`config.mk`:
```
export PLATFORM = sky130hd
export DESIGN_NAME = delayline_arbiter
export DESIGN_NICKNAME = d
export VERILOG_FILES = /design/src/rtl/delayline_arbiter.sv
export SDC_FILE = /design/constraint.sdc
export NUM_CORES = 1
export LEC_CHECK = 0
export CAP_MARGIN = 5
export CORE_AREA = 2 2 94 74
export CTS_CLUSTER_DIAMETER = 120
export DETAILED_ROUTE_END_ITERATION = 8
export DIE_AREA = 0 0 96 76
export MAX_ROUTING_LAYER = met4
export PLACE_DENSITY = 0.77
export SLEW_MARGIN = 10
export SYNTH_ARGS = -nofsm -noshare
export SYNTH_HDL_FRONTEND = slang
export SYNTH_SLANG_ARGS = --single-unit
```
`constraint.sdc`:
```
create_clock -name clk -period 3.9 [get_ports clk]
set_clock_uncertainty 0.05 [all_clocks]
set_input_delay 0.78 -clock clk [delete_from_list [all_inputs] [get_ports clk]]
set_output_delay 0.78 -clock clk [all_outputs]
set_load 0.01 [all_outputs]
```
`src/rtl/delayline_arbiter.sv`:
```
// Round-robin arbiter feeding a shared fixed-latency tagged delay pipeline with per-channel
// in-flight limits. Define DELAYLINE_ARBITER_STATS_EN to add per-channel grant counters.
module delayline_arbiter #(
  parameter int unsigned WIDTH    = 19,
  parameter int unsigned LATENCY  = 2,
  parameter int unsigned CHANNELS = 4,
  parameter int unsigned MAX_OUT  = 2,
  localparam int unsigned ChanW   = (CHANNELS > 1) ? $clog2(CHANNELS) : 1,
  localparam int unsigned CntW    = $clog2(MAX_OUT + 1)
) (
  input  logic                      clk,
  input  logic                      reset,
  input  logic [CHANNELS-1:0]       req_valid,
  input  logic [CHANNELS*WIDTH-1:0] req_data,
  output logic [CHANNELS-1:0]       req_ready,
  output logic                      out_valid,
  output logic [ChanW-1:0]          out_chan,
  output logic [WIDTH-1:0]          out_data,
`ifdef DELAYLINE_ARBITER_STATS_EN
  output logic [CHANNELS*16-1:0]    stat_grants,
`endif
  output logic                      busy
);

  logic [ChanW-1:0]   ptr_q, ptr_d;
  logic [LATENCY-1:0] vld_q, vld_d;
  logic [ChanW-1:0]   chan_q [LATENCY];
  logic [ChanW-1:0]   chan_d [LATENCY];
  logic [WIDTH-1:0]   data_q [LATENCY];
  logic [WIDTH-1:0]   data_d [LATENCY];
  logic [CntW-1:0]    cnt_q  [CHANNELS];
  logic [CntW-1:0]    cnt_d  [CHANNELS];

  logic [CHANNELS-1:0] retire, eligible, grant;
  logic [ChanW-1:0]    gnt_idx, idx;
  logic                found;

  assign out_valid = vld_q[LATENCY-1];
  assign out_chan  = chan_q[LATENCY-1];
  assign out_data  = data_q[LATENCY-1];
  assign busy      = |vld_q;

  always_comb begin
    retire   = '0;
    eligible = '0;
    grant    = '0;
    gnt_idx  = '0;
    idx      = '0;
    found    = 1'b0;
    for (int unsigned k = 0; k < CHANNELS; k++) begin
      retire[k] = out_valid && (out_chan == ChanW'(k));
      // A word retiring this cycle frees its slot for an accept in the same cycle.
      eligible[k] = req_valid[k] && (retire[k] || (cnt_q[k] < CntW'(MAX_OUT)));
    end
    for (int unsigned i = 1; i <= CHANNELS; i++) begin
      idx = ChanW'((32'(ptr_q) + i) % CHANNELS);
      if (!found && eligible[idx]) begin
        found        = 1'b1;
        grant[idx]   = 1'b1;
        gnt_idx      = idx;
      end
    end
    req_ready = reset ? '0 : grant;
  end

  always_comb begin
    ptr_d     = found ? gnt_idx : ptr_q;
    vld_d     = '0;
    vld_d[0]  = found;
    chan_d[0] = gnt_idx;
    data_d[0] = '0;
    for (int unsigned k = 0; k < CHANNELS; k++) begin
      if (grant[k]) data_d[0] = req_data[k*WIDTH +: WIDTH];
    end
    for (int unsigned s = 1; s < LATENCY; s++) begin
      vld_d[s]  = vld_q[s-1];
      chan_d[s] = chan_q[s-1];
      data_d[s] = data_q[s-1];
    end
    for (int unsigned k = 0; k < CHANNELS; k++) begin
      cnt_d[k] = cnt_q[k];
      if (grant[k] && !retire[k])      cnt_d[k] = cnt_q[k] + CntW'(1);
      else if (!grant[k] && retire[k]) cnt_d[k] = cnt_q[k] - CntW'(1);
    end
  end

  always_ff @(posedge clk or posedge reset) begin
    if (reset) begin
      ptr_q <= ChanW'(CHANNELS - 1);
      vld_q <= '0;
      for (int unsigned s = 0; s < LATENCY; s++) begin
        chan_q[s] <= '0;
        data_q[s] <= '0;
      end
      for (int unsigned k = 0; k < CHANNELS; k++) cnt_q[k] <= '0;
    end else begin
      ptr_q <= ptr_d;
      vld_q <= vld_d;
      for (int unsigned s = 0; s < LATENCY; s++) begin
        chan_q[s] <= chan_d[s];
        data_q[s] <= data_d[s];
      end
      for (int unsigned k = 0; k < CHANNELS; k++) cnt_q[k] <= cnt_d[k];
    end
  end

`ifdef DELAYLINE_ARBITER_STATS_EN
  logic [15:0] stat_q [CHANNELS];
  logic [15:0] stat_d [CHANNELS];

  always_comb begin
    stat_grants = '0;
    for (int unsigned k = 0; k < CHANNELS; k++) begin
      stat_d[k] = (grant[k] && (stat_q[k] != 16'hFFFF)) ? stat_q[k] + 16'd1 : stat_q[k];
      stat_grants[k*16 +: 16] = stat_q[k];
    end
  end

  always_ff @(posedge clk or posedge reset) begin
    if (reset) begin
      for (int unsigned k = 0; k < CHANNELS; k++) stat_q[k] <= '0;
    end else begin
      for (int unsigned k = 0; k < CHANNELS; k++) stat_q[k] <= stat_d[k];
    end
  end
`endif

endmodule

```
==> out/results.tsv <==
stage	metric	value	unit
detailed_routing	drc	0	
setup_path	worstPathRequired	3.07	ns
place	dp.cells	448	
pwr	pwr_density_cell	1120	nW/um2
cells_and_area	instances_no_fill	459	
detailed_routing	vias_per_cell	5.38	
cts	insertion_delay	0.31	ns
sta	tightest_slew	0.674	ns
setup_path	path_class	input pin to output pin	
cts	hold_buffers	0	
logic_synthesis	synth_cell_types	45	
global_routing	grt-ovfl-total	0	
cts	cts_root_buf	clkbuf_8	
cts	cts.sinks	54	
logic_synthesis	ys_seq_elements	54	
cells_and_area	seq_area	1350	um2
cts	clockBufferDepth	2	
cells_and_area	n_fill_cell	526	
logic_synthesis	yosysWarningCount	0	
floorplanning	num_rows	26	
global_routing	grt_pass1_vias	2477	
detailed_routing	drt-pass1-iter-count	5	
logic_synthesis	netlist_area	2660	um2
setup_path	cp.arrival	2.89	ns
cells_and_area	final_nets	468	
logic_synthesis	avgSynthCellArea	11.1	um2
sta	drv_slew	0	
floorplanning	ios	109	
cells_and_area	area_growth	56.0	%
floorplanning	die_x	96	um
logic_synthesis	syn_nets	333	
sta	fin_crit_sh	0.954	
logic_synthesis	seq_area_frac_synth	0.509	
place	place_congestion	0.975	
global_routing	grt.total_usage	0.225	
detailed_routing	wire_per_inst	16.8	um
logic_synthesis	synthArstFlopShare	1.00	
min_path	hold_class	flip-flop to flip-flop	
floorplanning	core_area	6470	um2
detailed_routing	drt-total-wl	7720	um
outcome	run_status	finished clean	
place	port_buffers	108	
detailed_routing	vias	2471	
setup_path	crit_fanout	6	
setup_path	critPathLaunchType	input pin	
sta	grt_setup_unrepaired	false	
logic_synthesis	synth_edf_count	0	
place	hpwl	5650	um
detailed_routing	drt_iter0_markers	118	
cts	cts_buffers	5	
sta	slew_headroom	0.551	
cts	cts_tree	built	
cells_and_area	multi_input_area	1240	um2
place	pre_cts_slack	-0.368	ns
global_routing	grt_max_degree	55	
floorplanning	die_area	7300	um2
floorplanning	start_util	0.411	
sta	setup_ws	0.178	ns
logic_synthesis	synth_ff_type	dfrtp_1	
detailed_routing	antenna_left	0	
cells_and_area	drive_gt1_frac	0.171	
sta	final.min_clock_period	3.72	ns
cts	htree_levels	2	
global_routing	grt_pass1_wl	12100	um
pwr	ir_drop	0.685	mV
logic_synthesis	syn_inst	240	
sta	hold_viol	0	
sta	clock.fmax	269	MHz
global_routing	antenna_found_initial	0	
job	drv_cap	0	
pwr	p_leak	1.79	nW
setup_path	cp-end-kind	output pin	
cts	clk_pin_slew	0.09	ns
sta	setup_viol	0	
cells_and_area	num_antenna_cells	0	
floorplanning	die_h	76	um
where the power goes:
part	internal [mW]	switching, mW	total, mW
Clock	0.189	0.184	0.373
Combinational	1.55	1.71	3.26
Sequential	0.898	0.122	1.02
Total	2.63	2.02	4.65
logic make-up (layout without fill, tap and decap cells):
group,after synthesis,in the layout,synth area share
AND/OR/NAND/NOR,52,52,0.0946
flip-flops,54,54,0.509
XOR/XNOR,12,12,0.0395
adder cells (fa/ha/maj),11,11,0.0518
multiplexers,4,4,0.0353
buffers and inverters,19,154,0.0362
AO/OA/AOI/OAI,88,88,0.233
metal layers:
metal / GRT usage / vias up / wire, um
li1: - / 1152 / -
met1: 0.268 / 1212 / 3250
met2: 0.369 / 95 / 3800
met3: 0.0455 / 12 / 504
met4: 0.0914 / 0 / 160
met5: - / - / 0
flip-flops by register name (all words and copies together) (netlist names):
signal    flops
vld_q         2
ptr_q         2
chan_d        2
data_d       19
out_data     19
cnt_q         8
out_chan      2
through the flow:
step	instance area, um2	hold WS, ns	power, mW	util	TNS, ns
6_report	4150	0.305	4.65	0.641	0
5_1_grt	4150	0.312	5.05	0.641	0
4_1_cts	4120	0.307	4.64	0.636	-0.0858
3_5_place_dp	4000	0.285	4.22	0.617	-1.91
3_3_place_gp	4000	0.281	4.09	0.617	-1.18
2_1_floorplan	2660	0.281	3.03	-	0
path summary, 6_finish.rpt:
kind | slack, ns | cells after the start | startpoint | endpoint
max reg2reg | 0.59 | 12 | out_chan[1] | data_d[18]
max | 0.18 | 9 | req_valid[2] | req_ready[1]
min in group asynchronous | 1.04 | 3 | reset | cnt_q[2]
min | 0.30 | 0 | data_d[3] | out_data[3]
min reg2reg | 0.30 | 0 | data_d[3] | out_data[3]
max in group asynchronous | 2.33 | 3 | reset | cnt_q[7]
synthesized netlist by cell type, types with 2 or more instances:
cell,count,area [um2]
a21bo_2,3,30.0
a21boi_1,3,22.5
a21o_1,5,37.5
a21oi_1,3,15.0
a221oi_1,20,175
and2_1,2,12.5
buf_2,2,10.0
buf_6,3,33.8
clkbuf_1,8,30.0
dfrtp_1,52,1300
dfstp_2,2,52.6
ha_1,11,138
inv_1,5,18.8
mux4_2,3,67.6
nand2_1,22,82.6
nand3b_1,2,15.0
nor2_1,12,45.0
nor3_1,5,25.0
o21ai_0,32,160
o21ai_1,10,50.1
xnor2_1,4,35.0
xor2_1,8,70.1
final cells by class:
class / instances / share of cell area
flip-flops and latches: 54 / 0.326
repair buffers: 141 / 0.318
multi-input cells: 167 / 0.299
well taps: 84 / 0.0253
clock buffers: 5 / 0.0166
clock inverters: 2 / 0.00935
inverters: 6 / 0.00543
layout by cell type (no fill, tap or decap), types with 4 or more instances in the layout:
cell / Yosys / layout
a21o_1: 5 / 5
clkdlybuf4s50_1: 0 / 103
nand2_1: 22 / 22
inv_1: 5 / 4
xnor2_1: 4 / 4
a221oi_1: 20 / 18
nor2_1: 12 / 11
buf_4: 0 / 32
o21ai_1: 10 / 10
ha_1: 11 / 11
clkbuf_8: 0 / 5
nor3_1: 5 / 5
dfrtp_1: 52 / 52
o21ai_0: 32 / 32
xor2_1: 8 / 8
critical path, stage by stage:
cell and delay (ns):
clkdlybuf4s50_1 0.43, a21boi_2 0.21, mux4_2 0.52, buf_6 0.15, a21o_1 0.17, o22a_1 0.18, a21o_1 0.17, and2_1 0.15
buf_2 0.14
what timing repair did:
item,4_1_cts,5_1_grt
endpoints found under the hold margin,0,0
pin swaps,3,1
setup endpoints to repair,4,4
gates resized for setup,17,5
buffers inserted,3,1
Power figures use the tool's default switching activity.
